File: config.mk
export PLATFORM = sky130hd
export DESIGN_NAME = instr_seq_ctrl
export DESIGN_NICKNAME = d
export VERILOG_FILES = /design/src/rtl/isc_pkg.sv /design/src/rtl/isc_decode.sv /design/src/rtl/instr_seq_ctrl.sv
export SDC_FILE = /design/constraint.sdc
export NUM_CORES = 1
export LEC_CHECK = 0
export BUFFER_PORTS_ARGS = -buffer_cell sky130_fd_sc_hd__buf_2
export CAP_MARGIN = 20
export CORE_MARGIN = 2
export CORE_UTILIZATION = 35
export CTS_BUF_LIST = sky130_fd_sc_hd__clkbuf_4 sky130_fd_sc_hd__clkbuf_8
export CTS_CLUSTER_DIAMETER = 40
export DETAILED_ROUTE_END_ITERATION = 12
export PLACE_DENSITY_LB_ADDON = 0.08
export SYNTH_ARGS = -nofsm -noshare
export SYNTH_HDL_FRONTEND = slang
export SYNTH_SLANG_ARGS = --single-unit
File: constraint.sdc
create_clock -name clk -period 2.65 [get_ports clk]
set_input_delay 0.265 -clock clk [delete_from_list [all_inputs] [get_ports clk]]
set_output_delay 0.265 -clock clk [all_outputs]
set_load 0.01 [all_outputs]
File: src/rtl/isc_pkg.sv
// Shared types and constants for the multi-cycle instruction sequencer.
// Optional performance counters are enabled with ISC_PERF_CNT_EN.
package isc_pkg;

    typedef enum logic [2:0] {
        S_IDLE,
        S_FETCH,
        S_DECODE,
        S_EXEC,
        S_MEM,
        S_WB,
        S_TRAP
    } state_e;

    localparam logic [4:0] OP_R    = 5'b00000;
    localparam logic [4:0] OP_LDR  = 5'b00001;
    localparam logic [4:0] OP_STR  = 5'b00010;
    localparam logic [4:0] OP_BEQ  = 5'b00011;
    localparam logic [4:0] OP_ADDI = 5'b00100;

    localparam logic [2:0] ALU_ADD = 3'b000;
    localparam logic [2:0] ALU_SUB = 3'b001;

    // Defined opcodes are contiguous from OP_R up to OP_ADDI.
    function automatic logic op_legal(input logic [4:0] op);
        return (op <= OP_ADDI);
    endfunction

endpackage

File: src/rtl/isc_decode.sv
// Combinational select-line decode from sequencer state and latched opcode.
// Part of instr_seq_ctrl (see ISC_PERF_CNT_EN in the top for counters).
module isc_decode
    import isc_pkg::*;
(
    input  state_e     state_i,
    input  logic [4:0] op_i,
    input  logic [2:0] aluop_i,
    output logic [2:0] alu_signal_o,
    output logic       opb_select_o,
    output logic       r2s_o,
    output logic       mem_we_o,
    output logic       select_mem_o
);

    always_comb begin
        alu_signal_o = ALU_ADD;
        opb_select_o = 1'b0;
        r2s_o        = 1'b0;
        mem_we_o     = 1'b0;
        select_mem_o = 1'b0;

        // MEM keeps the EXEC ALU setup so the address stays stable.
        if (state_i == S_EXEC || state_i == S_MEM) begin
            case (op_i)
                OP_R: begin
                    alu_signal_o = aluop_i;
                    opb_select_o = 1'b0;
                end
                OP_LDR, OP_STR, OP_ADDI: begin
                    alu_signal_o = ALU_ADD;
                    opb_select_o = 1'b1;
                end
                OP_BEQ: begin
                    alu_signal_o = ALU_SUB;
                    opb_select_o = 1'b0;
                end
                default: ;
            endcase
        end

        if (state_i == S_MEM) begin
            select_mem_o = 1'b1;
            mem_we_o     = (op_i == OP_STR);
        end

        if (state_i == S_WB)
            r2s_o = (op_i == OP_LDR);
    end

endmodule

File: src/rtl/instr_seq_ctrl.sv
// Multi-cycle FETCH/DECODE/EXEC/MEM/WB sequencer with memory request/ready handshake.
// Define ISC_PERF_CNT_EN to add cycle_count / instr_count outputs.
module instr_seq_ctrl
    import isc_pkg::*;
(
    input  logic       clk,
    input  logic       rst,
    input  logic       run,
    input  logic [4:0] opcode,
    input  logic [2:0] aluop,
    input  logic       zero,
    input  logic       mem_ready,
    output logic       mem_req,
    output logic       mem_we,
    output logic       select_mem,
    output logic       ir_we,
    output logic       pc_we,
    output logic       pc_src,
    output logic       reg_we,
    output logic       r2s,
    output logic       opb_select,
    output logic [2:0] alu_signal,
    output logic       illegal,
    output logic       busy
`ifdef ISC_PERF_CNT_EN
    ,
    output logic [31:0] cycle_count,
    output logic [31:0] instr_count
`endif
);

    state_e     state_q, state_d;
    logic [4:0] op_q, op_d;
    logic [2:0] aluop_q, aluop_d;
    logic       illegal_q, illegal_d;
    logic       eoi;

    always_ff @(posedge clk or posedge rst) begin
        if (rst) begin
            state_q   <= S_IDLE;
            op_q      <= OP_R;
            aluop_q   <= 3'b000;
            illegal_q <= 1'b0;
        end else begin
            state_q   <= state_d;
            op_q      <= op_d;
            aluop_q   <= aluop_d;
            illegal_q <= illegal_d;
        end
    end

    always_comb begin
        state_d   = state_q;
        op_d      = op_q;
        aluop_d   = aluop_q;
        illegal_d = illegal_q;
        mem_req   = 1'b0;
        ir_we     = 1'b0;
        pc_we     = 1'b0;
        pc_src    = 1'b0;
        reg_we    = 1'b0;
        eoi       = 1'b0;

        unique case (state_q)
            S_IDLE: begin
                if (run)
                    state_d = S_FETCH;
            end
            S_FETCH: begin
                mem_req = 1'b1;
                if (mem_ready) begin
                    ir_we   = 1'b1;
                    pc_we   = 1'b1;
                    state_d = S_DECODE;
                end
            end
            S_DECODE: begin
                op_d    = opcode;
                aluop_d = aluop;
                if (op_legal(opcode)) begin
                    state_d = S_EXEC;
                end else begin
                    state_d   = S_TRAP;
                    illegal_d = 1'b1;
                end
            end
            S_EXEC: begin
                case (op_q)
                    OP_BEQ: begin
                        if (zero) begin
                            pc_we  = 1'b1;
                            pc_src = 1'b1;
                        end
                        eoi = 1'b1;
                    end
                    OP_LDR, OP_STR: state_d = S_MEM;
                    default:        state_d = S_WB;
                endcase
            end
            S_MEM: begin
                mem_req = 1'b1;
                if (mem_ready) begin
                    if (op_q == OP_LDR)
                        state_d = S_WB;
                    else
                        eoi = 1'b1;
                end
            end
            S_WB: begin
                reg_we = 1'b1;
                eoi    = 1'b1;
            end
            S_TRAP: ;
            default: state_d = S_IDLE;
        endcase

        // run is only looked at between instructions, never mid-instruction.
        if (eoi)
            state_d = run ? S_FETCH : S_IDLE;
    end

    isc_decode u_decode (
        .state_i      (state_q),
        .op_i         (op_q),
        .aluop_i      (aluop_q),
        .alu_signal_o (alu_signal),
        .opb_select_o (opb_select),
        .r2s_o        (r2s),
        .mem_we_o     (mem_we),
        .select_mem_o (select_mem)
    );

    assign illegal = illegal_q;
    assign busy    = (state_q != S_IDLE) && (state_q != S_TRAP);

`ifdef ISC_PERF_CNT_EN
    logic [31:0] cycle_cnt_q, cycle_cnt_d;
    logic [31:0] instr_cnt_q, instr_cnt_d;

    always_comb begin
        cycle_cnt_d = cycle_cnt_q + (busy ? 32'd1 : 32'd0);
        instr_cnt_d = instr_cnt_q + (eoi ? 32'd1 : 32'd0);
    end

    always_ff @(posedge clk or posedge rst) begin
        if (rst) begin
            cycle_cnt_q <= 32'd0;
            instr_cnt_q <= 32'd0;
        end else begin
            cycle_cnt_q <= cycle_cnt_d;
            instr_cnt_q <= instr_cnt_d;
        end
    end

    assign cycle_count = cycle_cnt_q;
    assign instr_count = instr_cnt_q;
`endif

endmodule

==> impl_metrics.json <==
{
  "status": "finished, violations left",
  "failed_checks": "hold timing",
  "critPathLaunchType": "register",
  "syn_avg_cell_area_um2": 10.3,
  "synth_common_cells": "dfrtp_1, mux2_2, inv_1, a21oi_1",
  "tns_ps": 0,
  "holdWs_ps": -7.15,
  "wirelength_mm": 1.81,
  "synth_area_leaders": "dfrtp_1, mux2_2, nor4b_2",
  "period_minus_slack_ps": 2090,
  "maxSlewViolCount": 0,
  "synth_edf_count": 0,
  "htree_levels": 1,
  "track_usage_pct": 15.0,
  "min_path_type": "input port to asynchronous set/reset pin",
  "seq_area_um2": 300,
  "max_freq_mhz": 479,
  "postCtsSetupRepairBufs": 0,
  "syn-cell-area_um2": 838,
  "met1Wirelength_um": 916,
  "routed-via-count": 695,
  "tritoncts": "yes",
  "syn-num-nets": 94,
  "ys.flop_type": "dfrtp_1",
  "clock-sinks": 12,
  "topRoutingLayerUsed": "met4",
  "crit_chain": "inv_1 -> nor3_2 -> a21oi_1 -> nor4b_2 -> buf_2",
  "multi_input_area_um2": 477,
  "clk_pin_slew_ps": 80,
  "grt_pass1_wl_mm": 3.03,
  "hpwl_mm": 1.34,
  "hold_buffers": 0,
  "period_share_pct": 78.8,
  "ys_async_sr_fraction_pct": 100,
  "cts-buffers-inserted": 3,
  "fin_cells": 133,
  "r2r_cells": 4,
  "r2r_start": "state_q[0]",
  "end_kind": "output pin",
  "insertedDiodeCount": 0,
  "nets": 119,
  "fillerInstances": 240,
  "drt_iter0_drc": 3,
  "clk-insertion-delay-late_ps": 280,
  "avgViaCountPerCell": 5.23,
  "yosysTopAreaCellShare_pct": 35.8,
  "relSlewSlack_pct": 64.0,
  "start_util_pct": 37.5,
  "setup_viol": 0,
  "crit_arrival_ps": 1820,
  "p_leak_nw": 0.454,
  "rows": 17,
  "cts_resized": 0,
  "cap_violations": 0,
  "hold_viol": 6,
  "tightest_slew_ps": 540,
  "p_per_area_nw_per_um2": 1140,
  "placed_area_um2": 961,
  "yosysSeqAreaShare_pct": 35.8,
  "endpoint": "alu_signal[1]",
  "die_x_um": 52.9,
  "grt_pass1_vias": 656,
  "drtAntennaViolNets": 0,
  "clk_path_buf_depth": 2,
  "synth_most_common_cell": "dfrtp_1",
  "yosysTopAreaCell": "dfrtp_1",
  "ir_worst_vdd_mv": 0.539,
  "rsz0062_at_grt": "no",
  "max_stage_delay_ps": 540,
  "die-area_um2": 2800,
  "layout-drive-gt1-share_pct": 42.9,
  "regToRegSetupSlack_ps": 1000,
  "crit_type": "register to output pin",
  "worstSetupPathDepth": 5,
  "skew_ps": 3.58,
  "cp_slowest_cell": "dfrtp_1",
  "synth_warnings": 0,
  "firstDrtPassIters": 2,
  "fin_area_um2": 997,
  "crit_start": "state_q[2]",
  "critPathRequiredTime_ps": 2380,
  "gp_congestion": 0.796,
  "grt_max_degree": 17,
  "clockRootBuffer": "clkbuf_4",
  "remaining_drc_errors": 0,
  "timing.rr.end": "state_q[0]",
  "die_h_um": 52.9,
  "grt_antenna_before_repair": 0,
  "syn_to_final_growth_pct": 19.0,
  "wl_met3_um": 106,
  "port-buffer-count": 26,
  "path_buf_inv": 2,
  "grt-ovfl-total": 0,
  "wl_per_cell_um": 13.6,
  "cp_max_fo": 9,
  "synth_cell_types": 39,
  "critical_path.top_delay_family": "flip-flops",
  "fin_util_pct": 44.6,
  "synth_cells": 81,
  "place_inst": 129,
  "ios": 27,
  "ys_ff_latch": 12,
  "core_area_um2": 2230,
  "route.met2.wl_um": 753
}
[area by class of cell]
type	instances	share of cell area, %
clock buffers	4	3.64
multi-input cells	58	47.8
well taps	28	3.51
flip-flops and latches	12	30.1
repair buffers	26	13.0
inverters	5	1.88
[report_power, final]
group	internal (W)	switching, W	leakage [nW]
Clock	0.0000836	0.0000670	0.0210
Combinational	0.000289	0.000234	0.294
Sequential	0.000272	0.000189	0.139
[layout by cell type (no fill, tap or decap), types with 2 or more instances in the layout]
master	netlist	layout
nand4_1	2	2
nand4b_1	2	2
a21oi_1	4	4
nor3_1	2	2
nor3b_1	3	3
xor2_1	2	2
and3b_1	3	3
nor2b_1	2	2
buf_2	1	26
dfrtp_1	12	12
nor2_1	3	3
mux2_2	7	7
nand2_1	2	2
o21ai_0	3	3
clkbuf_4	0	3
nand2b_1	2	2
inv_1	5	5
nor4b_2	2	2
[worst min-delay path by stage]
stage / depth (start not counted) / end / slack [ps]
global route: 2 / op_q[4] / 30
CTS: 2 / state_q[0] / 5
global placement: 2 / state_q[0] / 310
floorplan: 1 / aluop_q[0] / 130
detailed placement: 2 / state_q[2] / 320
finish: 2 / state_q[0] / -7
[sequential cells by signal, indices dropped and copies added, names as in the netlist]
signal,count
aluop_q,3
illegal,1
op_q,5
state_q,3
[kinds of logic (layout without fill, tap and decap cells)]
group	after synthesis	in the layout	synth area share, %
buffers and inverters	11	35	7.31
muxes	8	8	10.7
AOI/OAI and AO/OA	13	13	11.0
and+or+nand+nor	34	34	31.9
DFF	12	12	35.8
xor gates and xnor gates	3	3	3.13
[metrics by stage]
step	worst slack [ps]	total power (W)
after floorplan	1060	0.000890
after global routing	405	0.00124
after global placement	907	0.000986
after CTS	541	0.00115
after detailed placement	873	0.000990
final	561	0.00113
[layer usage]
layer / vias up / global-route usage [%]
met2: 21 / 21.5
met5: - / 0
met3: 4 / 2.82
li1: 350 / -
met1: 320 / 21.2
met4: 0 / 7.69
Note: power is estimated with default switching activity, not from simulation.
